## src/rtl/jpeg_output_rgb_if.sv

```systemverilog
// rtl/jpeg_output_rgb_if.sv - Y/Cb/Cr FIFO pop ports and RGB pixel output stream
interface jpeg_output_rgb_if;
   logic        y_valid_i;
   logic [31:0] y_data_i;
   logic        y_pop_o;
   logic        cb_valid_i;
   logic [31:0] cb_data_i;
   logic        cb_pop_o;
   logic        cr_valid_i;
   logic [31:0] cr_data_i;
   logic        cr_pop_o;
   logic        out_valid_o;
   logic [31:0] out_data_o;
   logic        out_last_o;
   logic        out_accept_i;

   // Converter side
   modport slave (
      input  y_valid_i, y_data_i, cb_valid_i, cb_data_i, cr_valid_i, cr_data_i, out_accept_i,
      output y_pop_o, cb_pop_o, cr_pop_o, out_valid_o, out_data_o, out_last_o
   );

   // FIFO / downstream side
   modport master (
      output y_valid_i, y_data_i, cb_valid_i, cb_data_i, cr_valid_i, cr_data_i, out_accept_i,
      input  y_pop_o, cb_pop_o, cr_pop_o, out_valid_o, out_data_o, out_last_o
   );
endinterface

```

## src/rtl/jpeg_output_rgb.sv

```systemverilog
// rtl/jpeg_output_rgb.sv - three-stage YCbCr to RGB converter with 8x8 block pixel counter
module jpeg_output_rgb #(
   parameter logic [7:0] ALPHA = 8'h00
) (
   input  logic              clk_i,
   input  logic              rst_i,
   input  logic              mono_i,
   input  logic              flush_i,
   output logic              idle_o,
   jpeg_output_rgb_if.slave  bus
);

   logic               advance;
   logic               fire;
   logic               s1_valid, s2_valid, s3_valid;
   logic [7:0]         s1_y, s2_y;
   logic signed [8:0]  s1_cbo, s1_cro;
   logic signed [8:0]  cbo_d, cro_d;
   logic signed [18:0] cbo_x, cro_x;
   logic signed [18:0] pr_d, pgb_d, pgr_d, pb_d;
   logic signed [18:0] s2_pr, s2_pgb, s2_pgr, s2_pb;
   logic signed [18:0] g_prod;
   logic [10:0]        r_sum, g_sum, b_sum;
   logic [23:0]        s3_rgb;
   logic [5:0]         pix_cnt;
   logic               unused_bits;

   function automatic logic [7:0] clamp8(input logic [10:0] s);
      if (s[10])
         return 8'h00;
      else if (s[9:8] != 2'b00)
         return 8'hFF;
      else
         return s[7:0];
   endfunction

   // Pops are gated by reset so nothing is consumed while the pipeline is held clear
   assign advance = !s3_valid || bus.out_accept_i;
   assign fire    = rst_i && advance && !flush_i && bus.y_valid_i &&
                    (mono_i || (bus.cb_valid_i && bus.cr_valid_i));

   assign bus.y_pop_o  = fire;
   assign bus.cb_pop_o = fire && !mono_i;
   assign bus.cr_pop_o = fire && !mono_i;

   // Greyscale is carried per pixel as zero chroma offsets
   assign cbo_d = mono_i ? 9'sd0 : $signed({1'b0, bus.cb_data_i[7:0]} - 9'd128);
   assign cro_d = mono_i ? 9'sd0 : $signed({1'b0, bus.cr_data_i[7:0]} - 9'd128);

   assign cbo_x = {{10{s1_cbo[8]}}, s1_cbo};
   assign cro_x = {{10{s1_cro[8]}}, s1_cro};
   assign pr_d  = cro_x * 19'sd359;
   assign pgb_d = cbo_x * 19'sd88;
   assign pgr_d = cro_x * 19'sd183;
   assign pb_d  = cbo_x * 19'sd454;

   // Bits [18:8] are the floor-divided-by-256 value as 11-bit two's complement
   assign g_prod = -s2_pgb - s2_pgr;
   assign r_sum  = {3'b000, s2_y} + s2_pr[18:8];
   assign g_sum  = {3'b000, s2_y} + g_prod[18:8];
   assign b_sum  = {3'b000, s2_y} + s2_pb[18:8];

   always_ff @(posedge clk_i or negedge rst_i) begin
      if (!rst_i) begin
         s1_valid <= 1'b0;
         s2_valid <= 1'b0;
         s3_valid <= 1'b0;
         s1_y     <= 8'h00;
         s1_cbo   <= 9'sd0;
         s1_cro   <= 9'sd0;
         s2_y     <= 8'h00;
         s2_pr    <= 19'sd0;
         s2_pgb   <= 19'sd0;
         s2_pgr   <= 19'sd0;
         s2_pb    <= 19'sd0;
         s3_rgb   <= 24'h000000;
         pix_cnt  <= 6'd0;
      end else begin
         if (flush_i) begin
            s1_valid <= 1'b0;
            s2_valid <= 1'b0;
            s3_valid <= 1'b0;
         end else if (advance) begin
            s1_valid <= fire;
            s2_valid <= s1_valid;
            s3_valid <= s2_valid;
         end
         if (advance) begin
            s1_y   <= bus.y_data_i[7:0];
            s1_cbo <= cbo_d;
            s1_cro <= cro_d;
            s2_y   <= s1_y;
            s2_pr  <= pr_d;
            s2_pgb <= pgb_d;
            s2_pgr <= pgr_d;
            s2_pb  <= pb_d;
            s3_rgb <= {clamp8(r_sum), clamp8(g_sum), clamp8(b_sum)};
         end
         if (flush_i)
            pix_cnt <= 6'd0;
         else if (s3_valid && bus.out_accept_i)
            pix_cnt <= pix_cnt + 6'd1;
      end
   end

   assign bus.out_valid_o = s3_valid;
   assign bus.out_data_o  = {ALPHA, s3_rgb};
   assign bus.out_last_o  = s3_valid && (pix_cnt == 6'd63);
   assign idle_o          = !(s1_valid || s2_valid || s3_valid);

   assign unused_bits = ^{bus.y_data_i[31:8], bus.cb_data_i[31:8], bus.cr_data_i[31:8]};

endmodule

```

## src/flat_wrapper.sv

```systemverilog
// flat-port wrapper written by rule: the top's interface ports become plain ports
module jpeg_output_rgb_flat 
#(
   parameter logic [7:0] ALPHA = 8'h00
)
  (clk_i, rst_i, mono_i, flush_i, idle_o, bus_y_valid_i, bus_y_data_i, bus_cb_valid_i, bus_cb_data_i, bus_cr_valid_i, bus_cr_data_i, bus_out_accept_i, bus_y_pop_o, bus_cb_pop_o, bus_cr_pop_o, bus_out_valid_o, bus_out_data_o, bus_out_last_o);
  jpeg_output_rgb_if bus_i ();
  input  logic clk_i;
  input  logic rst_i;
  input  logic mono_i;
  input  logic flush_i;
  output logic idle_o;
  input wire logic [$bits(bus_i.y_valid_i)-1:0] bus_y_valid_i;
  input wire logic [$bits(bus_i.y_data_i)-1:0] bus_y_data_i;
  input wire logic [$bits(bus_i.cb_valid_i)-1:0] bus_cb_valid_i;
  input wire logic [$bits(bus_i.cb_data_i)-1:0] bus_cb_data_i;
  input wire logic [$bits(bus_i.cr_valid_i)-1:0] bus_cr_valid_i;
  input wire logic [$bits(bus_i.cr_data_i)-1:0] bus_cr_data_i;
  input wire logic [$bits(bus_i.out_accept_i)-1:0] bus_out_accept_i;
  output wire logic [$bits(bus_i.y_pop_o)-1:0] bus_y_pop_o;
  output wire logic [$bits(bus_i.cb_pop_o)-1:0] bus_cb_pop_o;
  output wire logic [$bits(bus_i.cr_pop_o)-1:0] bus_cr_pop_o;
  output wire logic [$bits(bus_i.out_valid_o)-1:0] bus_out_valid_o;
  output wire logic [$bits(bus_i.out_data_o)-1:0] bus_out_data_o;
  output wire logic [$bits(bus_i.out_last_o)-1:0] bus_out_last_o;
  assign bus_i.y_valid_i = bus_y_valid_i;
  assign bus_i.y_data_i = bus_y_data_i;
  assign bus_i.cb_valid_i = bus_cb_valid_i;
  assign bus_i.cb_data_i = bus_cb_data_i;
  assign bus_i.cr_valid_i = bus_cr_valid_i;
  assign bus_i.cr_data_i = bus_cr_data_i;
  assign bus_i.out_accept_i = bus_out_accept_i;
  assign bus_y_pop_o = bus_i.y_pop_o;
  assign bus_cb_pop_o = bus_i.cb_pop_o;
  assign bus_cr_pop_o = bus_i.cr_pop_o;
  assign bus_out_valid_o = bus_i.out_valid_o;
  assign bus_out_data_o = bus_i.out_data_o;
  assign bus_out_last_o = bus_i.out_last_o;
  jpeg_output_rgb #(.ALPHA(ALPHA)) u_core (.clk_i(clk_i), .rst_i(rst_i), .mono_i(mono_i), .flush_i(flush_i), .idle_o(idle_o), .bus(bus_i));
endmodule
```

## config.mk

```make
export PLATFORM = sky130hd
export DESIGN_NAME = jpeg_output_rgb_flat
export DESIGN_NICKNAME = d
export VERILOG_FILES = /design/src/rtl/jpeg_output_rgb_if.sv /design/src/rtl/jpeg_output_rgb.sv /design/src/flat_wrapper.sv
export SDC_FILE = /design/constraint.sdc
export NUM_CORES = 1
export LEC_CHECK = 0
export ABC_AREA = 1
export BUFFER_PORTS_ARGS = -buffer_cell sky130_fd_sc_hd__buf_2
export CAP_MARGIN = 15
export CORE_ASPECT_RATIO = 1.2
export CORE_UTILIZATION = 50
export CTS_CLUSTER_SIZE = 40
export DETAILED_ROUTE_END_ITERATION = 10
export PLACE_DENSITY = 0.72
export SETUP_SLACK_MARGIN = 0.3
export SYNTH_ARGS = -nofsm -noshare
export SYNTH_HDL_FRONTEND = slang
export SYNTH_SLANG_ARGS = --single-unit
```

## constraint.sdc

```tcl
create_clock -name clk_i -period 5.08 [get_ports clk_i]
set_input_delay 1.016 -clock clk_i [delete_from_list [all_inputs] [get_ports clk_i]]
set_output_delay 1.016 -clock clk_i [all_outputs]
set_load 0.01 [all_outputs]
```

==> impl_results.md, run 1 <==
* Status: completed
* Dpl ws at 0.690 ns
* Hold Crit Class: flip-flop to flip-flop
* Worst Setup Path Type: flip-flop to flip-flop
* CTS clock-pin slew for the worst setup and hold paths at 0.06 ns
* Share of the synthesized area in the top cell type at 24.8%
* Worst setup SP type: flip-flop
* Post-synth ARST share at 100%
* Clock net sink count at 119
* Clock root cell: clkbuf_16
* Share of cells above drive strength 1 at 9.42%
* Main synth FF type: dfrtp_1
* Hold Fails Final Rpt at 0
* Core area at 23400 um^2
* Leak pwr at 7.34 nW
* Crit. End Element: flip-flop
* Mean Syn Cell Area at 7.89 um^2
* Mapped Cells at 1523
* I/O pin count at 142
* DRT Pass-1 Iters at 5
* Yosys warnings at 0
* Drt wl/cell at 13.3 um
* Area Growth Syn to Fin at 10.8%
* Final std cell area, no fill at 13300 um^2
* Number of global-route vias before repair at 9395
* Hold Buf Count CTS at 0
* Post-synth EDFFs at 0
* Initial Util at 51.5%
* Largest net degree at the start of global routing at 95
* Placed standard-cell area at 12700 um^2
* Fmax achieved at 0.226 GHz
* CTS buffer count at 17
* Synthesized area at 12000 um^2
* Final worst slack at 0.654 ns
* Largest area contributor in the netlist: dfrtp_1
* Crit path DAT at 4.74 ns
* Final HPWL DP at 20.0 mm
* Bufs on Longest Clock Path at 2
* CTS tree: done
* Largest cells by area after synthesis: dfrtp_1, ha_1, fa_1
* First-pass GRT wire length at 43.7 mm
* H-tree depth at 4
* Fillers at 2165
* Worst EP required at 5.39 ns
* Final worst-path cycle share at 87.1%
* Post-CTS setup buffer count at 0
* Vias at 9658
* Row count at 61
* Die height at 172 um
* Final setup viols at 0
* Initial antenna violation count at 0
* ANT cells at 0
* DIE AREA at 24700 um^2
* Library cells used by synthesis at 46
* GR Overflow Total at 0
* Final ANT Viol Nets at 0
* Clk_lat worst skew at 0.42 ns
* Slew headroom at 40.3%
* I/O Buffers at 61
* Post-cts resize count at 0
* Post-synthesis register bit count at 119
* Peak VDD IR at 0.000353 V
* Final Critical Period at 4.43 ns
* Critical Path Fanout Max at 9
* Die width at 144 um
* RSZ-0062 raised after global routing: no
* Residual DRC at 0
* Pwr Density at 523 nW/um^2
* Post-synthesis sequential area ratio at 24.8%
* Final wirelength at 25.5 mm
* Vias/cell at 5.04
* Count of final max-slew check failures at 0
* Post-route setup TNS at 0 ns
* Tot GR Track Use at 22.5%
* Final clock skew at 0.00974 ns
* GP Congestion at 0.905
* DRT iter0 DRCs at 362
* Maxcap violations at 0
* Nets at 1952
* Power Total at 6.96 mW
* Worst-Margin Slew at 0.895 ns
## layer usage
layer / wire (um) / track usage [%] / part of all wire, % / up-vias
met2: 12100 / 38.6 / 47 / 199
met1: 11900 / 29.3 / 47 / 4421
met4: 536 / 7.22 / 2.1 / 0
met5: 0 / 0 / 0 / -
met3: 1010 / 2.66 / 3.9 / 35
li1: - / - / - / 5003
## cells by family after synthesis
group	share of synthesized area (%)
buffers and inverters	10.1
other	0.0312
XOR/XNOR	4.31
flip-flops	24.8
AO/OA/AOI/OAI	11.2
AND/OR/NAND/NOR	18.7
adder cells (fa/ha/maj)	30.8
## worst max-delay path, cell delays in order (launching register included)
cell and delay (ns):
dfrtp_1 0.37, buf_4 0.19, ha_1 0.27, fa_1 0.52, inv_1 0.05, fa_1 0.47, inv_1 0.05, fa_1 0.44
fa_1 0.45, ha_1 0.33, nand2_1 0.11, o21a_1 0.20, nand2_1 0.15, nand2_1 0.08, nand2_1 0.12, nand2_1 0.08
nand2_1 0.11, nand2_1 0.08, nand2_1 0.06, nand2_1 0.05, nand3_1 0.06, nand2_1 0.05
## flip-flops by register name, indices dropped and copies added, names as in the netlist
name and flops:
u_core.s3_rgb 24, u_core.s2_pgr 18, u_core.s2_pgb 14, u_core.s2_pb 11, u_core.s2_pr 11, u_core.s1_cbo 8
u_core.s1_cro 8, u_core.s1_y 8, u_core.s2_y 8, u_core.pix_cnt 6, u_core.bus.out_valid_o 1, u_core.s1_valid 1
u_core.s2_valid 1
## final timing paths
check | startpoint | end | slack [ns] | cells after the start
setup / recovery | u_core.s1_cro[1]$_DFFE_PN0N_ | u_core.s2_pr[17]$_DFFE_PN0N_ | 0.65 | 21
hold / removal | u_core.s3_rgb[20]$_DFFE_PN0N_ | u_core.s3_rgb[20]$_DFFE_PN0N_ | 0.47 | 2
setup reg to reg | u_core.s1_cro[1]$_DFFE_PN0N_ | u_core.s2_pr[17]$_DFFE_PN0N_ | 0.65 | 21
min in group asynchronous | rst_i | u_core.s2_pr[8]$_DFFE_PN0N_ | 0.52 | 1
max in group asynchronous | rst_i | u_core.s2_pb[13]$_DFFE_PN0N_ | 3.54 | 2
hold reg to reg | u_core.s3_rgb[20]$_DFFE_PN0N_ | u_core.s3_rgb[20]$_DFFE_PN0N_ | 0.47 | 2
## cells in the mapped netlist, types with 4 or more instances
cell type	instances
ha_1	195
nor2_2	4
fa_1	63
nand2_2	10
a31oi_1	11
xnor2_1	22
nor3_1	12
inv_2	5
dfrtp_1	119
o21bai_1	7
clkbuf_1	20
a21o_1	10
or2_2	9
nand2_1	333
nor2_1	60
o21ai_0	114
nand3_1	81
nand4_1	6
a21oi_1	77
inv_1	274
xor2_1	34
o31ai_1	4
o21ai_1	7
buf_4	10
## where the power goes
part	switching [mW]	internal, mW	leakage, nW	total (mW)
sequential	0.138	1.21	1.45	1.35
combinational	2.64	1.71	5.59	4.35
clock	0.474	0.787	0.297	1.26
total	3.25	3.71	7.34	6.96
## layout make-up
class	count	area [um^2]	area share [%]
multi-input combinational	1097	7860	59.0
sequential	119	2980	22.4
inverter	279	1050	7.86
clock buffer	18	439	3.30
timing repair buffer	76	433	3.25
tap	315	394	2.96
clock inverter	14	173	1.30
## layout by cell type (no fill, tap or decap), types with 7 or more instances in the layout
master	netlist	final
o21ai_1	7	7
o21bai_1	7	7
buf_4	10	15
xnor2_1	22	22
buf_2	2	60
nor3_1	12	12
o21ai_0	114	114
dfrtp_1	119	119
a21o_1	10	10
nand3_1	81	81
xor2_1	34	34
nand2_1	333	333
ha_1	195	195
nand2_2	10	10
conb_1	1	8
clkbuf_16	0	17
nor2_1	60	59
or2_2	9	9
fa_1	63	63
inv_1	274	273
a31oi_1	11	11
a21oi_1	77	77
## per-stage QoR
stage | utilization, % | hold WS [ns] | std cells
2_1_floorplan | - | 0.452 | 1530
6_report | 57.0 | 0.471 | 1918
4_1_cts | 57.0 | 0.478 | 1918
3_5_place_dp | 54.4 | 0.462 | 1886
5_1_grt | 57.0 | 0.501 | 1918
3_3_place_gp | 54.4 | 0.458 | 1886
No activity file was read; power rests on OpenSTA's default activity.
==> run 2, diff against run 1 <==
--- a/config.mk
+++ b/config.mk
@@ -5,7 +5,7 @@
 export SDC_FILE = /design/constraint.sdc
 export NUM_CORES = 1
 export LEC_CHECK = 0
-export ABC_AREA = 1
+export ABC_AREA = 0
 export BUFFER_PORTS_ARGS = -buffer_cell sky130_fd_sc_hd__buf_2
 export CAP_MARGIN = 15
 export CORE_ASPECT_RATIO = 1.2
==> run 2 against run 1 <==
Against the previous run:
- the run now ends with DRC left
- final cell count is 17% lower
- count of clock-buffer cells in the layout grew 3
- die area down 6.6%
- sequential power about the same
- via count is 13% lower
- area after synthesis fell by 6.7%
- routed wire length is 8.3% lower
- critical path type unchanged
- largest power group unchanged
- highest routed layer unchanged
==> impl_results.md, run 2 <==
* Status: finished with violations
* Failing checks: DRC
* Peak VDD IR at 0.000386 V (+9.4%)
* Main synth FF type: dfrtp_1
* Largest net degree at the start of global routing at 83 (-13%)
* Clock root cell: clkbuf_16
* GR Overflow Total at 0 (unchanged)
* CTS clock-pin slew for the worst setup and hold paths at 0.06 ns (about the same)
* Bufs on Longest Clock Path at 2 (unchanged)
* GP Congestion at 0.869 (-3.9%)
* Drt wl/cell at 14.7 um (+10%)
* CTS tree: done
* Pwr Density at 513 nW/um^2 (-1.8%)
* Max FFs per register at 24 (unchanged)
* Placed standard-cell area at 11800 um^2 (-6.8%)
* Initial Util at 51.3% (-0.16 points)
* First-pass GRT wire length at 39.7 mm (-9.3%)
* Final HPWL DP at 17.9 mm (-10%)
* Number of global-route vias before repair at 8631 (-8.1%)
* Row count at 59 (-3.3%)
* Post-synth top cells: ha_1, inv_1, nand2_1, dfrtp_1, nor2_1
* Dpl ws at 0.343 ns (-0.347 ns)
* Final Critical Period at 4.62 ns (+0.194 ns)
* Final std cell area, no fill at 12500 um^2 (-6.1%)
* Commonest non-fill, non-tap cell in the layout: ha_1
* Leak pwr at 6.53 nW (-11%)
* Clock net sink count at 119 (unchanged)
* Initial antenna violation count at 0 (unchanged)
* Largest cells by area after synthesis: dfrtp_1, ha_1, fa_1
* Largest area contributor in the netlist: dfrtp_1
* Worst Setup Path Type: flip-flop to flip-flop
* Post-route setup TNS at 0 ns (unchanged)
* Final wirelength at 23.4 mm (-8.3%)
* Die width at 139 um (-3.4%)
* Share of cells above drive strength 1 at 11.0% (+1.6 points)
* Count of final max-slew check failures at 0 (unchanged)
* Final ANT Viol Nets at 0 (unchanged)
* CTS buffer count at 17 (unchanged)
* Fillers at 1944 (-10%)
* Multi-input gate area at 7410 um^2 (-5.7%)
* Tot GR Track Use at 21.5% (-0.95 points)
* Count leader, synth: ha_1
* Hold Crit Class: flip-flop to flip-flop
* Nets at 1668 (-15%)
* Final setup viols at 0 (unchanged)
* Crit. End Element: flip-flop
* ANT cells at 0 (unchanged)
* Hold Buf Count CTS at 0 (unchanged)
* Worst setup SP type: flip-flop
* I/O Buffers at 61 (unchanged)
* Clk_lat worst skew at 0.42 ns (about the same)
* Final worst-path cycle share at 91.0% (+3.8 points)
* Reg with most FFs: u_core.s3_rgb
* Share of the synthesized area in the top cell type at 26.6% (+1.8 points)
* Post-synthesis register bit count at 119 (unchanged)
* Residual DRC at 4 (+4)
* FF+latch area at 2980 um^2 (+0.17%)
* Maxcap violations at 0 (unchanged)
* Worst EP required at 5.44 ns (+0.05 ns)
* Most frequent cells in the layout: ha_1, inv_1, nand2_1
* Post-synth EDFFs at 0 (unchanged)
* Post-synthesis sequential area ratio at 26.6% (+1.8 points)
* Hold Fails Final Rpt at 0 (unchanged)
* Yosys warnings at 0 (unchanged)
* Final worst slack at 0.459 ns (-0.194 ns)
* RSZ-0062 raised after global routing: yes
* Post-synth ARST share at 100% (unchanged)
* DRT Pass-1 Iters at 8 (+3)
* Synthesized area at 11200 um^2 (-6.7%)
* H-tree depth at 4 (unchanged)
* Vias/cell at 5.27 (+4.7%)
* I/O pin count at 142 (unchanged)
* Mean Syn Cell Area at 9.05 um^2 (+15%)
* DRT iter0 DRCs at 375 (+3.6%)
* Mapped Cells at 1239 (-19%)
* Core area at 21900 um^2 (-6.4%)
* Worst-Margin Slew at 0.877 ns (-0.0187 ns)
* Largest regs: u_core.s3_rgb x24, u_core.s2_pgr x18, u_core.s2_pgb x14
* Critical Path Fanout Max at 5 (-4)
* Library cells used by synthesis at 64 (+39%)
* Die height at 166 um (-3.4%)
* Vias at 8391 (-13%)
* Final clock skew at 0.00849 ns (-0.00125 ns)
* Crit path DAT at 4.98 ns (+0.24 ns)
* Area Growth Syn to Fin at 11.5%
* Fmax achieved at 0.216 GHz (-4.2%)
* DIE AREA at 23000 um^2 (-6.6%)
* Slew headroom at 41.6% (+1.2 points)
## run 2: what timing repair did
item | in CTS | in global routing
setup endpoints to repair | 0 | 17
gates resized for setup | 0 | 11
buffers inserted | 0 | 2
endpoints found under the hold margin | 0 | 0
## run 2: final timing paths
kind | from | to | slack [ns] | depth (start not counted)
setup / recovery | u_core.s1_cro[4]$_DFFE_PN0N_ | u_core.s2_pgr[16]$_DFFE_PN0N_ | 0.46 | 19
hold / removal | u_core.s1_y[3]$_DFFE_PN0N_ | u_core.s1_y[3]$_DFFE_PN0N_ | 0.46 | 2
setup reg to reg | u_core.s1_cro[4]$_DFFE_PN0N_ | u_core.s2_pgr[16]$_DFFE_PN0N_ | 0.46 | 19
hold reg to reg | u_core.s1_y[3]$_DFFE_PN0N_ | u_core.s1_y[3]$_DFFE_PN0N_ | 0.46 | 2
max in group asynchronous | rst_i | u_core.s1_cro[4]$_DFFE_PN0N_ | 2.89 | 3
min in group asynchronous | rst_i | u_core.s3_rgb[1]$_DFFE_PN0N_ | 0.82 | 2
## run 2: final cells by class
cell class,instances,share of cell area [%]
Multi-Input combinational cell,898,59.3
Timing Repair Buffer,79,3.54
Inverter,191,5.74
Tap cell,274,2.74
Sequential cell,119,23.9
Clock buffer,21,3.68
Clock inverter,10,1.16
## run 2: per-layer routing
metal  track usage [%]  vias up  routed length [um]
met1              24.9     4039               10100
li1                  -     4206                   -
met2              40.2      105               12200
met5                 0        -                   0
met4              8.60        0                 618
met3              2.57       41                 425
## run 2: critical path, stage by stage (launching register included)
cell and delay [ns]:
dfrtp_2 0.46, fa_1 0.58, inv_1 0.07, fa_1 0.50
inv_1 0.04, ha_1 0.26, inv_1 0.05, fa_1 0.52
inv_1 0.04, ha_1 0.33, a21o_1 0.20, a21oi_2 0.17
o21bai_1 0.09, a21oi_1 0.23, o21bai_1 0.09, a21oi_1 0.22
o21bai_1 0.12, a31oi_1 0.19, mux2_1 0.34, nand3_1 0.07
## run 2: report_power, final
group / switching [mW] / total, mW / internal (mW)
combinational: 2.12 / 3.77 / 1.65
sequential: 0.173 / 1.38 / 1.21
clock: 0.468 / 1.27 / 0.798
## run 2: through the flow
stage	util [%]	instances	power [mW]	hold slack, ns
3_5_place_dp	54.2	1559	5.09	0.460
4_1_cts	57.0	1590	6.43	0.473
3_3_place_gp	54.2	1559	4.97	0.455
6_report	57.2	1592	6.42	0.465
2_1_floorplan	-	1246	4.25	0.439
5_1_grt	57.2	1592	7.02	0.495
## run 2: cells by family after synthesis
family / synth area share [%]
xor+xnor: 6.41
mux: 0.547
simple gates: 12.7
buf+inv: 7.98
fa+ha+maj: 33.0
flops: 26.6
other cells: 0.0334
compound gates: 12.7
